--- src/rtl/mem_port_arbiter_pkg.sv ---
// Shared types and constants for the memory port arbiter.
package mem_arb_pkg;
  localparam int ADDR_W_DEF  = 16;
  localparam int DATA_W_DEF  = 16;
  localparam int MEM_LAT_MAX = 7;
  localparam int CNT_W       = 3;

  typedef enum logic [1:0] {
    IDLE    = 2'd0,
    CPU_ACC = 2'd1,
    IO_ACC  = 2'd2
  } arb_state_e;

  typedef enum logic {
    GRANT_CPU = 1'b0,
    GRANT_IO  = 1'b1
  } grant_e;
endpackage

--- src/rtl/mem_port_arbiter_if.sv ---
// Requester and memory-side signals of the shared memory port.
// slave = arbiter view, master = requesters plus memory view.
interface mem_port_arbiter_if
  import mem_arb_pkg::*;
#(
  parameter int ADDR_W = ADDR_W_DEF,
  parameter int DATA_W = DATA_W_DEF
);
  logic              cpu_req;
  logic              cpu_we;
  logic [ADDR_W-1:0] cpu_addr;
  logic [DATA_W-1:0] cpu_wdata;
  logic [DATA_W-1:0] cpu_rdata;
  logic              cpu_ack;
  logic              cpu_stall;

  logic              io_req;
  logic              io_we;
  logic [ADDR_W-1:0] io_addr;
  logic [DATA_W-1:0] io_wdata;
  logic [DATA_W-1:0] io_rdata;
  logic              io_ack;

  logic              mem_en;
  logic              mem_we;
  logic [ADDR_W-1:0] mem_addr;
  logic [DATA_W-1:0] mem_wdata;
  logic [DATA_W-1:0] mem_rdata;

  modport slave (
    input  cpu_req, cpu_we, cpu_addr, cpu_wdata,
    input  io_req, io_we, io_addr, io_wdata,
    input  mem_rdata,
    output cpu_rdata, cpu_ack, cpu_stall,
    output io_rdata, io_ack,
    output mem_en, mem_we, mem_addr, mem_wdata
  );

  modport master (
    output cpu_req, cpu_we, cpu_addr, cpu_wdata,
    output io_req, io_we, io_addr, io_wdata,
    output mem_rdata,
    input  cpu_rdata, cpu_ack, cpu_stall,
    input  io_rdata, io_ack,
    input  mem_en, mem_we, mem_addr, mem_wdata
  );
endinterface

--- src/rtl/mem_port_arbiter_wait_counter.sv ---
// Access-phase cycle counter; cnt==0 is the issue cycle, done marks the data cycle.
module mem_wait_counter
  import mem_arb_pkg::*;
#(
  parameter int MEM_LAT = 2
) (
  input  logic             clk_i,
  input  logic             rst_i,
  input  logic             clr_i,
  input  logic             inc_i,
  output logic [CNT_W-1:0] cnt_o,
  output logic             done_o
);
  logic [CNT_W-1:0] cnt_q, cnt_d;

  assign done_o = (cnt_q == CNT_W'(MEM_LAT));
  assign cnt_o  = cnt_q;

  // Saturate at done so MEM_LAT_MAX never wraps the 3-bit count.
  always_comb begin
    cnt_d = cnt_q;
    if (clr_i)                 cnt_d = '0;
    else if (inc_i && !done_o) cnt_d = cnt_q + 1'b1;
  end

  always_ff @(posedge clk_i or posedge rst_i) begin
    if (rst_i) cnt_q <= '0;
    else       cnt_q <= cnt_d;
  end
endmodule

--- src/rtl/mem_port_arbiter.sv ---
// Round-robin arbiter for the shared fixed-latency memory port (CPU vs I/O).
// Define MEM_ARB_IO_EN to enable the I/O requester; otherwise only the CPU is served.
module mem_port_arbiter
  import mem_arb_pkg::*;
#(
  parameter int ADDR_W  = ADDR_W_DEF,
  parameter int DATA_W  = DATA_W_DEF,
  parameter int MEM_LAT = 2
) (
  input  logic                clk_i,
  input  logic                rst_i,
  mem_port_arbiter_if.slave   bus
);
  arb_state_e        state_q, state_d;
  logic              we_q, we_d;
  logic [ADDR_W-1:0] addr_q, addr_d;
  logic [DATA_W-1:0] wdata_q, wdata_d;
  logic [DATA_W-1:0] cpu_rdata_q, cpu_rdata_d;
  logic              cpu_done;
  logic [CNT_W-1:0]  cnt;
  logic              done;
  logic              issue;

`ifdef MEM_ARB_IO_EN
  grant_e            last_q, last_d;
  logic [DATA_W-1:0] io_rdata_q, io_rdata_d;
  logic              io_done;
`endif

  mem_wait_counter #(.MEM_LAT(MEM_LAT)) u_wait_cnt (
    .clk_i  (clk_i),
    .rst_i  (rst_i),
    .clr_i  (state_q == IDLE),
    .inc_i  (state_q != IDLE),
    .cnt_o  (cnt),
    .done_o (done)
  );

  always_comb begin
    state_d     = state_q;
    we_d        = we_q;
    addr_d      = addr_q;
    wdata_d     = wdata_q;
    cpu_rdata_d = cpu_rdata_q;
    cpu_done    = 1'b0;
`ifdef MEM_ARB_IO_EN
    last_d      = last_q;
    io_rdata_d  = io_rdata_q;
    io_done     = 1'b0;
`endif
    case (state_q)
      IDLE: begin
`ifdef MEM_ARB_IO_EN
        // On a tie the requester that did not win last time goes first.
        if (bus.cpu_req && (!bus.io_req || last_q == GRANT_IO)) begin
          state_d = CPU_ACC;
          last_d  = GRANT_CPU;
          we_d    = bus.cpu_we;
          addr_d  = bus.cpu_addr;
          wdata_d = bus.cpu_wdata;
        end else if (bus.io_req) begin
          state_d = IO_ACC;
          last_d  = GRANT_IO;
          we_d    = bus.io_we;
          addr_d  = bus.io_addr;
          wdata_d = bus.io_wdata;
        end
`else
        if (bus.cpu_req) begin
          state_d = CPU_ACC;
          we_d    = bus.cpu_we;
          addr_d  = bus.cpu_addr;
          wdata_d = bus.cpu_wdata;
        end
`endif
      end
      CPU_ACC: begin
        if (done) begin
          state_d  = IDLE;
          cpu_done = 1'b1;
          if (!we_q) cpu_rdata_d = bus.mem_rdata;
        end
      end
`ifdef MEM_ARB_IO_EN
      IO_ACC: begin
        if (done) begin
          state_d = IDLE;
          io_done = 1'b1;
          if (!we_q) io_rdata_d = bus.mem_rdata;
        end
      end
`endif
      default: state_d = IDLE;
    endcase
  end

  always_ff @(posedge clk_i or posedge rst_i) begin
    if (rst_i) begin
      state_q     <= IDLE;
      we_q        <= 1'b0;
      addr_q      <= '0;
      wdata_q     <= '0;
      cpu_rdata_q <= '0;
`ifdef MEM_ARB_IO_EN
      last_q      <= GRANT_IO;
      io_rdata_q  <= '0;
`endif
    end else begin
      state_q     <= state_d;
      we_q        <= we_d;
      addr_q      <= addr_d;
      wdata_q     <= wdata_d;
      cpu_rdata_q <= cpu_rdata_d;
`ifdef MEM_ARB_IO_EN
      last_q      <= last_d;
      io_rdata_q  <= io_rdata_d;
`endif
    end
  end

  // Memory strobes only in the issue cycle; address/data bus parked at 0 otherwise.
  assign issue         = (state_q != IDLE) && (cnt == '0);
  assign bus.mem_en    = issue;
  assign bus.mem_we    = issue & we_q;
  assign bus.mem_addr  = issue ? addr_q  : '0;
  assign bus.mem_wdata = issue ? wdata_q : '0;

  // rdata_d equals mem_rdata in the ack cycle of a read, giving the bypass.
  assign bus.cpu_ack   = cpu_done;
  assign bus.cpu_rdata = cpu_rdata_d;
  assign bus.cpu_stall = bus.cpu_req & ~cpu_done;

`ifdef MEM_ARB_IO_EN
  assign bus.io_ack    = io_done;
  assign bus.io_rdata  = io_rdata_d;
`else
  logic unused_io;
  assign unused_io     = ^{bus.io_req, bus.io_we, bus.io_addr, bus.io_wdata};
  assign bus.io_ack    = 1'b0;
  assign bus.io_rdata  = '0;
`endif
endmodule
--- src/flat_wrapper.sv ---
// flat-port wrapper written by rule: the top's interface ports become plain ports
module mem_port_arbiter_flat import mem_arb_pkg::*;
#(
  parameter int ADDR_W  = ADDR_W_DEF,
  parameter int DATA_W  = DATA_W_DEF,
  parameter int MEM_LAT = 2
)
  (clk_i, rst_i, bus_cpu_req, bus_cpu_we, bus_cpu_addr, bus_cpu_wdata, bus_io_req, bus_io_we, bus_io_addr, bus_io_wdata, bus_mem_rdata, bus_cpu_rdata, bus_cpu_ack, bus_cpu_stall, bus_io_rdata, bus_io_ack, bus_mem_en, bus_mem_we, bus_mem_addr, bus_mem_wdata);
  mem_port_arbiter_if #(.ADDR_W(ADDR_W), .DATA_W(DATA_W)) bus_i ();
  input  logic clk_i;
  input  logic rst_i;
  input wire logic [$bits(bus_i.cpu_req)-1:0] bus_cpu_req;
  input wire logic [$bits(bus_i.cpu_we)-1:0] bus_cpu_we;
  input wire logic [$bits(bus_i.cpu_addr)-1:0] bus_cpu_addr;
  input wire logic [$bits(bus_i.cpu_wdata)-1:0] bus_cpu_wdata;
  input wire logic [$bits(bus_i.io_req)-1:0] bus_io_req;
  input wire logic [$bits(bus_i.io_we)-1:0] bus_io_we;
  input wire logic [$bits(bus_i.io_addr)-1:0] bus_io_addr;
  input wire logic [$bits(bus_i.io_wdata)-1:0] bus_io_wdata;
  input wire logic [$bits(bus_i.mem_rdata)-1:0] bus_mem_rdata;
  output wire logic [$bits(bus_i.cpu_rdata)-1:0] bus_cpu_rdata;
  output wire logic [$bits(bus_i.cpu_ack)-1:0] bus_cpu_ack;
  output wire logic [$bits(bus_i.cpu_stall)-1:0] bus_cpu_stall;
  output wire logic [$bits(bus_i.io_rdata)-1:0] bus_io_rdata;
  output wire logic [$bits(bus_i.io_ack)-1:0] bus_io_ack;
  output wire logic [$bits(bus_i.mem_en)-1:0] bus_mem_en;
  output wire logic [$bits(bus_i.mem_we)-1:0] bus_mem_we;
  output wire logic [$bits(bus_i.mem_addr)-1:0] bus_mem_addr;
  output wire logic [$bits(bus_i.mem_wdata)-1:0] bus_mem_wdata;
  assign bus_i.cpu_req = bus_cpu_req;
  assign bus_i.cpu_we = bus_cpu_we;
  assign bus_i.cpu_addr = bus_cpu_addr;
  assign bus_i.cpu_wdata = bus_cpu_wdata;
  assign bus_i.io_req = bus_io_req;
  assign bus_i.io_we = bus_io_we;
  assign bus_i.io_addr = bus_io_addr;
  assign bus_i.io_wdata = bus_io_wdata;
  assign bus_i.mem_rdata = bus_mem_rdata;
  assign bus_cpu_rdata = bus_i.cpu_rdata;
  assign bus_cpu_ack = bus_i.cpu_ack;
  assign bus_cpu_stall = bus_i.cpu_stall;
  assign bus_io_rdata = bus_i.io_rdata;
  assign bus_io_ack = bus_i.io_ack;
  assign bus_mem_en = bus_i.mem_en;
  assign bus_mem_we = bus_i.mem_we;
  assign bus_mem_addr = bus_i.mem_addr;
  assign bus_mem_wdata = bus_i.mem_wdata;
  mem_port_arbiter #(.ADDR_W(ADDR_W), .DATA_W(DATA_W), .MEM_LAT(MEM_LAT)) u_core (.clk_i(clk_i), .rst_i(rst_i), .bus(bus_i));
endmodule
--- config.mk ---
export PLATFORM = sky130hd
export DESIGN_NAME = mem_port_arbiter_flat
export DESIGN_NICKNAME = d
export VERILOG_FILES = /design/src/rtl/mem_port_arbiter_pkg.sv /design/src/rtl/mem_port_arbiter_if.sv /design/src/rtl/mem_port_arbiter_wait_counter.sv /design/src/rtl/mem_port_arbiter.sv /design/src/flat_wrapper.sv
export SDC_FILE = /design/constraint.sdc
export NUM_CORES = 1
export LEC_CHECK = 0
export CAP_MARGIN = 20
export CORE_AREA = 2 2 90 92
export CTS_CLUSTER_DIAMETER = 30
export DETAILED_ROUTE_END_ITERATION = 7
export DIE_AREA = 0 0 92 94
export PLACE_DENSITY = 0.83
export SYNTH_ARGS = -nofsm -noshare
export SYNTH_HDL_FRONTEND = slang
export SYNTH_SLANG_ARGS = --single-unit
--- constraint.sdc ---
create_clock -name clk_i -period 1.7 [get_ports clk_i]
set_input_delay 0.255 -clock clk_i [delete_from_list [all_inputs] [get_ports clk_i]]
set_output_delay 0.255 -clock clk_i [all_outputs]
set_load 0.01 [all_outputs]
# ---- After elaboration in Yosys (flattened, before gate mapping)
# Index checks and enable logic that the tools add are counted.
dict set report word_totals {
  reg_bits 54
  in_bits 86
}
dict set report classes {
  addsub 1
  eq_ne 4
  muxes 12
  bitwise_logic 3
  reduce_logical 9
}
# cell count
set op_table {}
lappend op_table {{$mux W16} 5}
lappend op_table {{$mux W3} 2}
lappend op_table {{$mux W2} 2}
lappend op_table {{$ne A2 B2 Y1 const B} 2}
lappend op_table {{$pmux W2 S2} 1}
lappend op_table {{$reduce_and A2 Y1} 2}
lappend op_table {{$reduce_bool A2 Y1} 2}
lappend op_table {{$add A3 B1 Y3 const B} 1}
lappend op_table {{$eq A3 B2 Y1 const B} 1}
lappend op_table {{$logic_not A3 Y1} 1}
lappend op_table {{$and A1 B1 Y1} 2}
lappend op_table {{$eq A2 B1 Y1 const B} 1}
lappend op_table {{$logic_and A1 B1 Y1} 2}
lappend op_table {{$logic_not A2 Y1} 1}
lappend op_table {{$mux W1} 2}
lappend op_table {{$logic_not A1 Y1} 1}
lappend op_table {{$not A1 Y1} 1}

# ---- Logic depth before layout (Yosys ltp)
# Gate-level depths: netlist (run 1).
dict set report depth {
  word_depth 5
  mapped_depth 7
  mapped_depth_nobuf 5
}

# ---- Hierarchy
# From an unflattened synthesis (run 1), not the netlist that was laid out.
dict set report hier_totals {
  hier_cells 184
  area_unflattened_um2 2462.4
}
# module n_inst cells_per_inst area_per_inst_um2 seq_area_each_um2
set modules_own_cells {}
lappend modules_own_cells {mem_port_arbiter 1 166 2274.7 1251.2}
lappend modules_own_cells {mem_wait_counter 1 18 187.7 75.1}

# ---- Worst setup path after synthesis (run 1)
# No wires, ideal clock.
dict set report synth_timing {
  kind {register to output}
  startpoint {reg u_core.u_wait_cnt.cnt_q[0], in the netlist u_core.u_wait_cnt.cnt_o[0]}
  endpoint {out bus_cpu_rdata[10]}
  arrival_ns 1.574
  slack_ns -0.129
  stages_incl_launch_ff 8
  cell_sequence {dfrtp_1 > inv_1 > ha_1 > nor2b_2 > and3b_1 > buf_6 > buf_12 > mux2_4}
}
dict set report synth_between {
  elab_chain_cells 3
}
# element line
set synth_lines {}
lappend synth_lines {{start, declared} mem_port_arbiter_wait_counter.sv:14} ;# logic [CNT_W-1:0] cnt_q, cnt_d;
lappend synth_lines {{start signal, assigned} mem_port_arbiter_wait_counter.sv:28} ;# else cnt_q <= cnt_d;
lappend synth_lines {{$eq A3 B2 Y1} mem_port_arbiter_wait_counter.sv:16} ;# assign done_o = (cnt_q == CNT_W'(MEM_LAT));
lappend synth_lines {{$mux W16} mem_port_arbiter.sv:78} ;# if (done) begin
lappend synth_lines {{$mux W16} mem_port_arbiter.sv:51} ;# case (state_q)
lappend synth_lines {{end, declared} flat_wrapper.sv:21} ;# output wire logic [$bits(bus_i.cpu_rdata)-1:0] bus_cpu_rdata;
# No other way between the ends.

# ---- Worst setup path in the final report (run 1)
dict set report layout_timing {
  startpoint {reg u_core.u_wait_cnt.cnt_q[0], in the netlist u_core.u_wait_cnt.cnt_o[0]}
  endpoint {out bus_cpu_rdata[2]}
}
# The elaborated chain is that of the path after synthesis.

==> metrics.txt, run 1 <==
CTS Buffer Depth 2; Root Driver clkbuf_8; vias 1708; Post-Syn Instances 183; number of hold violations in the final report 0; mapped cell area 0.00247 mm^2; vias in the first global route 1785; CTS tree built; pre-CTS WS -0.514 ns; Overflow after GRT 0; Reg power frac 32.9%; Setup Skew 0.00902 ns; Post-synth EDFFs 0; syn avg cell area 13.5 um^2; Filler Cell Count 667; CP Capture Type primary output; Worst setup SP type flop; switching power 0.00205 W; reg2reg end u_core.cpu_rdata_q[5]$_DFF_PP0_; VDD IR-drop max 804 uV; register-to-register setup slack -0.01 ns; WP data arrival 1.91 ns; post-synthesis async set-or-reset flop share 100%; Final GP Congestion 0.661; GRT Util Overall 13.2%; clock-pin transition on the worst setup and hold timing paths 0.10 ns; Detailed Route WL 5500 um; final non-filler cell total 406; share of cells above drive strength 1 31.6%; slowest CP cell dfrtp_1; first-pass GRT wire length 8910 um; area of the multi-input gates 0.00105 mm^2; core box area 0.00761 mm^2; violated checks negative setup slack; crit-path max FO 8; outcome finished with violations; internal power 0.00451 W; worst r2r path cells 7; P_leak 1.81 nW; Final min period 2.17 ns; part of the cycle the worst path needs 128%; final setup vio count 53; CP cell instances inv_2 > ha_4 > nor2b_4 > and3b_2 > buf_12 > mux2_4 > buf_6; post-synthesis cell type count 18; Clock H-tree levels 2; die width 92 um; TritonCTS Buffers 5; register area 0.00133 mm^2; ys flop type dfrtp_1; # DRC 0; commonest non-fill, non-tap cell in the layout dfrtp_1; row cnt 32; Largest stage delay, worst path 0.40 ns; largest net degree at the start of global routing 34; Num Clock Sinks 53; number of max-cap violations 0; Fmax achieved 0.461 GHz; Port Buf Inserts 103; post-placement cell count 391; switching share of power 31.3%; Final Max Slew Viols 0; sequential-to-total area share from yosys stat 53.7%; Comb pwr share 53.6%; P&R area growth vs syn 55.0%; IO Count 155; first-pass iteration count of the detailed router 4; reg-to-reg startpoint u_core.u_wait_cnt.cnt_o[0]$_DFFE_PP0P_; Avg Vias per Cell 4.21; Final ANT Viol Nets 0; RSZ-0062 raised after global routing true; Synth area leader dfrtp_1; DR WL/cell 13.5 um; critical path type reg2out; most frequent cells in the layout 53 x dfrtp_1, 51 x clkdlybuf4s50_1, 34 x and2_1, 33 x mux2_1, 25 x buf_2; ANT cells 0; Worst EP required 1.44 ns; FF+latch count, synth 53; Yosys top cell area share 53.7%; Worst-Skew Late Latency 0.30 ns; Hold WC Path Type in2async; Yosys warning count 0; Layout Nets 392; Pwr Density 1720 mW/mm^2; initial core utilization 32.5%; Die H 94 um; die area 0.00865 mm^2; setup slack after layout -0.470 ns; initial antenna violation count 0; initial DRC count 40; clock share of power 13.6%; synth top area cells dfrtp_1 54%, mux2_1 18%, and2_1 8.9%
[registers in the layout (all words and copies together) (netlist names)]
register                 flops
u_core.addr_q               16
u_core.cpu_rdata_q          16
u_core.wdata_q              16
u_core.u_wait_cnt.cnt_o      3
u_core.state_q               1
u_core.we_q                  1
[per-layer routing]
layer	vias to the layer above	track usage, %	wire, um
met5	-	0	0
met4	0	3.36	52
met3	6	4.17	444
met2	83	23.1	2780
met1	816	15.8	2220
li1	803	-	-
[how the worst max path moves through the flow]
stage,startpoint,end,slack (ns),cells past startpoint
after global placement,u_core.u_wait_cnt.cnt_o[0]$_DFFE_PP0P_,bus_cpu_rdata[2],-0.48,7
after detailed placement,u_core.u_wait_cnt.cnt_o[0]$_DFFE_PP0P_,bus_cpu_rdata[15],-0.51,7
after CTS,u_core.u_wait_cnt.cnt_o[0]$_DFFE_PP0P_,bus_cpu_rdata[4],-0.48,7
after floorplan,u_core.u_wait_cnt.cnt_o[0]$_DFFE_PP0P_,bus_cpu_rdata[10],-0.09,7
final,u_core.u_wait_cnt.cnt_o[0]$_DFFE_PP0P_,bus_cpu_rdata[2],-0.47,7
after global routing,u_core.u_wait_cnt.cnt_o[0]$_DFFE_PP0P_,bus_cpu_rdata[2],-0.56,7
[power by group through the flow]
stage / combinational [W] / clock, W / sequential [W]
2_1_floorplan: 0.00168 / 0 / 0.00209
3_3_place_gp: 0.00319 / 0 / 0.00214
3_5_place_dp: 0.00324 / 0 / 0.00217
4_1_cts: 0.00356 / 0.000934 / 0.00216
5_1_grt: 0.00380 / 0.000982 / 0.00223
6_report: 0.00352 / 0.000890 / 0.00216
[logic make-up (layout without fill, tap and decap cells)]
| group | count (synthesis) | count (layout) | share of synthesized area (%) |
|---|---|---|---|
| AND/OR/NAND/NOR | 45 | 45 | 11.4 |
| adder cells (fa/ha/maj) | 3 | 3 | 1.52 |
| buffers and inverters | 29 | 134 | 8.16 |
| multiplexers | 51 | 51 | 24.7 |
| XOR/XNOR | 1 | 1 | 0.355 |
| flip-flops | 53 | 53 | 53.7 |
| other | 1 | 17 | 0.152 |
[repair_timing]
item | in CTS | in global routing
pin swaps | 1 | 0
cloned | 3 | 0
hold buffers | 0 | 0
gates resized for setup | 214 | 4
setup endpoints to repair | 52 | 54
setup buffers | 4 | 0
[synth_stat cells, types with 2 or more instances]
| cell | number |
|---|---|
| dfrtp_1 | 53 |
| mux2_1 | 39 |
| and2_1 | 35 |
| buf_4 | 17 |
| mux2_4 | 10 |
| buf_2 | 4 |
| nor2b_1 | 4 |
| clkbuf_1 | 3 |
| ha_1 | 3 |
| inv_1 | 3 |
| nor2_1 | 3 |
| and3b_1 | 2 |
| mux2i_1 | 2 |
[critical path, delay by kind of cell, from the launching register on]
kind,cells,cell delay (ns)
fa+ha+maj,1,0.13
flops,1,0.40
simple gates,2,0.40
buf+inv,3,0.36
mux,1,0.32
[metrics by stage]
step | total power [W] | utilization (%) | TNS (ns) | cell area (um^2) | hold WS (ns)
detailed placement | 0.00542 | 47.9 | -18.35 | 3640 | 0.467
finish | 0.00656 | 50.3 | -22.38 | 3830 | 0.300
global route | 0.00701 | 50.3 | -27.48 | 3830 | 0.325
CTS | 0.00666 | 50.3 | -23.49 | 3820 | 0.306
global placement | 0.00533 | 47.9 | -16.78 | 3640 | 0.461
floorplan | 0.00376 | - | -0.947 | 2530 | 0.380
[final cells by class]
type,count,share of cell area [%]
clock buffers,6,2.16
clock inverters,2,0.981
inverters,3,0.294
multi-input cells,117,27.5
flip-flops and latches,53,34.7
well taps,102,3.34
repair buffers,123,31.0
Note: power is estimated with default switching activity, not from simulation.
==> run 2, diff against run 1 <==
--- a/config.mk
+++ b/config.mk
@@ -13,4 +13,5 @@
 export PLACE_DENSITY = 0.83
 export SYNTH_ARGS = -nofsm -noshare
 export SYNTH_HDL_FRONTEND = slang
+export SYNTH_HIERARCHICAL = 1
 export SYNTH_SLANG_ARGS = --single-unit
==> run 2 against run 1 <==
The run still ends with negative setup slack left. Final cell count rose by 3.4%. Global-route usage rose by 1.3 points. Synthesized cell count rose by 0.55%. Largest cell class is now buffers. Critical path type unchanged. Power rose by 18%. Sequential share of layout area fell by 2.5 points.
==> metrics.txt, run 2 <==
outcome finished with violations; violated checks negative setup slack; CP Capture Type primary output; number of max-cap violations 0; vias 1819; Layout Nets 407; mapped cell area 0.00246 mm^2; post-synthesis cell type count 23; commonest non-fill, non-tap cell in the layout dfrtp_1; Port Buf Inserts 103; RSZ-0062 raised after global routing true; most numerous cell in the Yosys netlist dfrtp_1; Placement Cell Area 0.00364 mm^2; post-placement cell count 393; final non-filler cell total 420; Final Max Slew Viols 0; Final ANT Viol Nets 0; Synth area leader dfrtp_1; Pwr Density 1880 mW/mm^2; Setup Skew 0.00982 ns; crit-path max FO 8; Num Clock Sinks 53; P&R area growth vs syn 67.5%; hold_buf cts 0; sequential-to-total area share from yosys stat 53.9%; die area 0.00865 mm^2; fin util 54.2%; cell area after layout 0.00413 mm^2; Yosys top cell area share 53.9%; detailed-placement wirelength estimate 3960 um; Largest regs u_core/addr_q (16), u_core/cpu_rdata_q (16), u_core/wdata_q (16); hold_ws 0.164 ns; FF+latch count, synth 53; Worst setup SP type flop; Final min period 2.11 ns; number of hold violations in the final report 0; GRT Util Overall 14.5%; most frequent cells in the layout 53 x dfrtp_1, 51 x clkdlybuf4s50_1, 43 x buf_6, 33 x mux2_2, 19 x and2_4; CTS Buffer Depth 2; top post-synthesis cells by count 53 x dfrtp_1, 49 x mux2_2, 34 x and2_1; TritonCTS Buffers 5; Die H 94 um; Post-synth EDFFs 0; part of the cycle the worst path needs 124%; Avg Vias per Cell 4.33; first-pass GRT wire length 9850 um; clock share of power 8.4%; initial core utilization 32.4%; synth top area cells dfrtp_1 54%, mux2_2 22%, and2_1 8.6%; Reg power frac 28.5%; Root Driver clkbuf_8; Total Power 0.00775 W; setup slack after layout -0.408 ns; share of cells above drive strength 1 53.5%; ANT cells 0; Worst-Skew Late Latency 0.30 ns; syn avg cell area 13.4 um^2; first-pass iteration count of the detailed router 2; final setup vio count 51; Detailed Route WL 6030 um; vias in the first global route 2014; post-synthesis async set-or-reset flop share 100%; initial antenna violation count 0; Overflow after GRT 0; clock-pin transition on the worst setup and hold timing paths 0.09 ns; switching share of power 31.4%; CTS tree built; internal power 0.00531 W; Worst EP required 1.44 ns; die width 92 um; Post-Syn Instances 184; Comb pwr share 63.1%; largest net degree at the start of global routing 51; Clock H-tree levels 2; Hold WC Path Type in2async; core box area 0.00761 mm^2; Yosys warning count 6; P_leak 1.97 nW; IO Count 155; initial DRC count 28; # DRC 0; WP data arrival 1.85 ns; row cnt 32; VDD IR-drop max 849 uV; DR WL/cell 14.3 um; ys flop type dfrtp_1; critical path type reg2out; switching power 0.00243 W; Final GP Congestion 0.709; Fmax achieved 0.474 GHz
run 2: changes by cell type after synthesis, sizes merged, moves of 2 or more:
cell,before,now
a21oi,0,2
and3b,2,0
inv,3,5
nor2b,5,2
run 2: kinds of logic after synthesis:
group / share of synthesized area (%)
fa+ha+maj: 1.02
simple gates: 11.8
compound gates: 1.78
other cells: 0.152
mux: 22.8
buf+inv: 8.59
flops: 53.9
run 2: routing by layer:
layer / global-route usage, % / part of all wire, % / vias to the layer above
li1: - / - / 845
met2: 26.6 / 52 / 95
met3: 5.46 / 9.6 / 4
met5: 0 / 0 / -
met4: 2.99 / 0.56 / 0
met1: 16.1 / 38 / 875
run 2: through the flow:
step / setup slack (ns) / setup TNS [ns]
after floorplan: 0.0119 / 0
after global placement: -0.374 / -15.57
after detailed placement: -0.430 / -17.15
after CTS: -0.421 / -17.26
after global routing: -0.489 / -20.50
final: -0.408 / -15.89
run 2: path summary, 6_finish.rpt:
kind,slack (ns),end,cells after the start,start
hold / removal,0.16,u_core/u_wait_cnt/cnt_o[1]$_DFFE_PP0P_,2,rst_i
setup / recovery,-0.41,bus_cpu_rdata[9],8,u_core/u_wait_cnt/cnt_o[1]$_DFFE_PP0P_
setup reg to reg,0.05,u_core/cpu_rdata_q[12]$_DFF_PP0_,8,u_core/u_wait_cnt/cnt_o[1]$_DFFE_PP0P_
hold reg to reg,0.50,u_core/addr_q[8]$_DFFE_PP0P_,1,u_core/addr_q[8]$_DFFE_PP0P_
min in group clk_i,0.50,u_core/addr_q[8]$_DFFE_PP0P_,1,u_core/addr_q[8]$_DFFE_PP0P_
max in group asynchronous,1.11,u_core/addr_q[14]$_DFFE_PP0P_,3,rst_i
run 2: power groups by stage:
stage | sequential, W | combinational [W] | clock, W
global placement | 0.00214 | 0.00359 | 0
floorplan | 0.00212 | 0.00189 | 0
global route | 0.00229 | 0.00522 | 0.000737
detailed placement | 0.00219 | 0.00366 | 0
finish | 0.00221 | 0.00489 | 0.000649
CTS | 0.00221 | 0.00484 | 0.000691
run 2: cell type report:
type                    count  area (um^2)
flip-flops and latches     53         1330
fillers                   663         3480
inverters                   5         23.8
clock buffers               5         68.8
well taps                 102          128
multi-input cells         118         1140
clock inverters             1         5.00
repair buffers            136         1430
run 2: what timing repair did:
item	4_1_cts	5_1_grt
pin swaps	27	1
buffers inserted	15	4
endpoints found under the setup margin	52	54
gates cloned	5	0
resized for setup	289	12
run 2: worst max-delay path: stages, from the launching register on:
cell and delay, ns:
dfrtp_1 0.40, buf_6 0.12, ha_4 0.16, nand2b_4 0.08, inv_6 0.05, buf_12 0.11, nand3b_4 0.16, mux2_4 0.34
buf_6 0.12
==> run 3, diff against run 2 <==
--- a/config.mk
+++ b/config.mk
@@ -5,12 +5,12 @@
 export SDC_FILE = /design/constraint.sdc
 export NUM_CORES = 1
 export LEC_CHECK = 0
-export CAP_MARGIN = 20
-export CORE_AREA = 2 2 90 92
+export ABC_AREA = 1
+export CORE_AREA = 2 2 91 93
 export CTS_CLUSTER_DIAMETER = 30
 export DETAILED_ROUTE_END_ITERATION = 7
-export DIE_AREA = 0 0 92 94
-export PLACE_DENSITY = 0.83
+export DIE_AREA = 0 0 93 95
+export PLACE_DENSITY = 0.84
 export SYNTH_ARGS = -nofsm -noshare
 export SYNTH_HDL_FRONTEND = slang
 export SYNTH_HIERARCHICAL = 1
==> run 3 against run 2 <==
The flow still finishes with violations (negative setup slack). Critical path depth increased by 1. Core utilization down 0.82 points. Register-to-register slack worse by 0.05 ns. Wire length rose by 23%. Synthesized cell count increased by 84%. Maximum frequency rose by 11%. Non-clock buffer count is 13 higher. Combinational power shrank 8.4%. Critical endpoint unchanged. Largest cell class unchanged.
==> metrics.txt, run 3 <==
outcome finished with violations; die width 93 um; Die H 95 um; first-pass GRT wire length 11500 um; CTS Buffer Depth 2; initial core utilization 33.8%; Detailed Route WL 7410 um; DR WL/cell 12.7 um; Pwr Density 1750 mW/mm^2; initial DRC count 93; FF+latch count, synth 53; Post-synth EDFFs 0; Comb pwr share 60.4%; ys flop type dfrtp_1; CTS tree built; P_leak 2.21 nW; setup slack after layout -0.204 ns; # DRC 0; largest net degree at the start of global routing 37; number of hold violations in the final report 0; Final GP Congestion 0.692; vias in the first global route 2571; top post-synthesis cells by count 107 x nand2_1, 53 x dfrtp_1, 42 x inv_1; P&R area growth vs syn 57.9%; synth top area cells dfrtp_1 49%, nand2_1 15%, nand3_1 6.9%; core box area 0.00793 mm^2; sequential-to-total area share from yosys stat 49.5%; Layout Nets 563; Overflow after GRT 0; hold_buf cts 0; Largest regs u_core/addr_q (16), u_core/cpu_rdata_q (16), u_core/wdata_q (16); internal power 0.00441 W; TritonCTS Buffers 5; part of the cycle the worst path needs 112%; Total Power 0.00741 W; GRT Util Overall 16.4%; post-synthesis async set-or-reset flop share 100%; switching power 0.00299 W; clock share of power 9.9%; number of max-cap violations 0; critical path type reg2out; WP data arrival 1.65 ns; share of cells above drive strength 1 34.0%; row cnt 33; crit-path max FO 6; final setup vio count 49; initial antenna violation count 0; Root Driver clkbuf_8; CP Capture Type primary output; Worst EP required 1.44 ns; RSZ-0062 raised after global routing true; switching share of power 40.4%; Final ANT Viol Nets 0; VDD IR-drop max 950 uV; die area 0.00884 mm^2; Synth area leader dfrtp_1; final non-filler cell total 581; Reg power frac 29.7%; Fmax achieved 0.525 GHz; Final min period 1.90 ns; mapped cell area 0.00268 mm^2; Setup Skew 0.00743 ns; vias 2603; most numerous cell in the Yosys netlist nand2_1; Post-Syn Instances 339; most frequent cells in the layout 75 x nand2_1, 53 x dfrtp_1, 51 x clkdlybuf4s50_1, 39 x inv_1, 37 x nand3_1; Hold WC Path Type in2async; Num Clock Sinks 53; post-synthesis cell type count 19; commonest non-fill, non-tap cell in the layout nand2_1; violated checks negative setup slack; Clock H-tree levels 2; Worst-Skew Late Latency 0.30 ns; Filler Cell Count 735; Worst setup SP type flop; first-pass iteration count of the detailed router 4; Port Buf Inserts 103; Avg Vias per Cell 4.48; Final Max Slew Viols 0; IO Count 155; ANT cells 0; detailed-placement wirelength estimate 4940 um; Yosys top cell area share 49.5%; clock-pin transition on the worst setup and hold timing paths 0.09 ns; post-placement cell count 549; Yosys warning count 6; syn avg cell area 7.91 um^2
## run 3: changes by cell type after synthesis, sizes merged, moves of 2 or more
cell | previous run | this run
buf | 23 | 36
nand4 | 0 | 18
nand2 | 1 | 109
clkbuf | 2 | 0
nand3 | 1 | 38
and2 | 34 | 0
nor2 | 2 | 37
inv | 5 | 44
mux2 | 49 | 0
a21oi | 2 | 0
nor2b | 2 | 0
## run 3: cell type report
cell class / instances / area (um^2) / area share, %
Clock buffer: 6 / 82.6 / 1.95
Clock inverter: 2 / 13.8 / 0.325
Inverter: 44 / 170 / 4.02
Multi-Input combinational cell: 222 / 1120 / 26.5
Sequential cell: 53 / 1330 / 31.3
Tap cell: 105 / 131 / 3.10
Timing Repair Buffer: 149 / 1390 / 32.8
## run 3: what timing repair did
| item | CTS | global route |
|---|---|---|
| gates resized for setup | 227 | 43 |
| gates cloned | 0 | 1 |
| pin swaps | 7 | 5 |
| endpoints found under the setup margin | 52 | 53 |
| setup buffers | 22 | 6 |
## run 3: logic make-up after synthesis
family / Yosys count / share of synthesized area, %
and+or+nand+nor: 202 / 33.5
buffers and inverters: 80 / 15.8
DFF: 53 / 49.5
adders and majority gates: 2 / 0.933
AOI/OAI and AO/OA: 1 / 0.186
other: 1 / 0.140
## run 3: critical path: stages, from the launching register on
cell and delay [ns]:
dfrtp_1 0.40, inv_2 0.08, ha_4 0.14, nand2_4 0.05, inv_4 0.06, buf_12 0.10
buf_4 0.13, nand4_1 0.16, nand2_2 0.12, buf_6 0.10
## run 3: metal layers
metal  vias up  global-route usage [%]  routed length (um)
met5         -                       0                   0
met4         0                    4.78                  67
met3         8                    4.23                 455
met2        82                    30.1                3920
met1      1236                    18.8                2960
li1       1277                       -                   -
## run 3: through the flow
stage               area (um^2)  setup WS [ns]  hold WS (ns)  setup TNS (ns)  utilization (%)
floorplan                  2740         0.0590       0.00864               0                -
global placement           3840         -0.328         0.453           -9.96             48.4
detailed placement         3840         -0.423         0.455          -12.53             48.4
CTS                        4090         -0.182         0.153           -5.75             51.6
global route               4230         -0.297         0.175          -10.47             53.4
finish                     4230         -0.204         0.178           -5.79             53.4
## run 3: final timing paths
kind / startpoint / to / slack, ns / cells past startpoint
worst max register to register: u_core/u_wait_cnt/cnt_o[0]$_DFFE_PP0P_ / u_core/cpu_rdata_q[8]$_DFF_PP0_ / 0 / 13
worst max-delay path: u_core/u_wait_cnt/cnt_o[0]$_DFFE_PP0P_ / bus_cpu_rdata[9] / -0.20 / 9
max in group asynchronous: rst_i / u_core/wdata_q[0]$_DFFE_PP0P_ / 1.08 / 3
worst min register to register: u_core/addr_q[7]$_DFFE_PP0P_ / u_core/addr_q[7]$_DFFE_PP0P_ / 0.48 / 2
min in group clk_i: u_core/addr_q[7]$_DFFE_PP0P_ / u_core/addr_q[7]$_DFFE_PP0P_ / 0.48 / 2
worst min-delay path: rst_i / u_core/u_wait_cnt/cnt_o[2]$_DFFE_PP0P_ / 0.18 / 2
## run 3: power by group through the flow
stage                     clock (W)  combinational [W]  sequential [W]
after floorplan                   0            0.00206         0.00210
after global placement            0            0.00369         0.00214
after detailed placement          0            0.00380         0.00216
after CTS                  0.000759            0.00404         0.00217
after global routing       0.000815            0.00492         0.00226
final                      0.000732            0.00448         0.00220
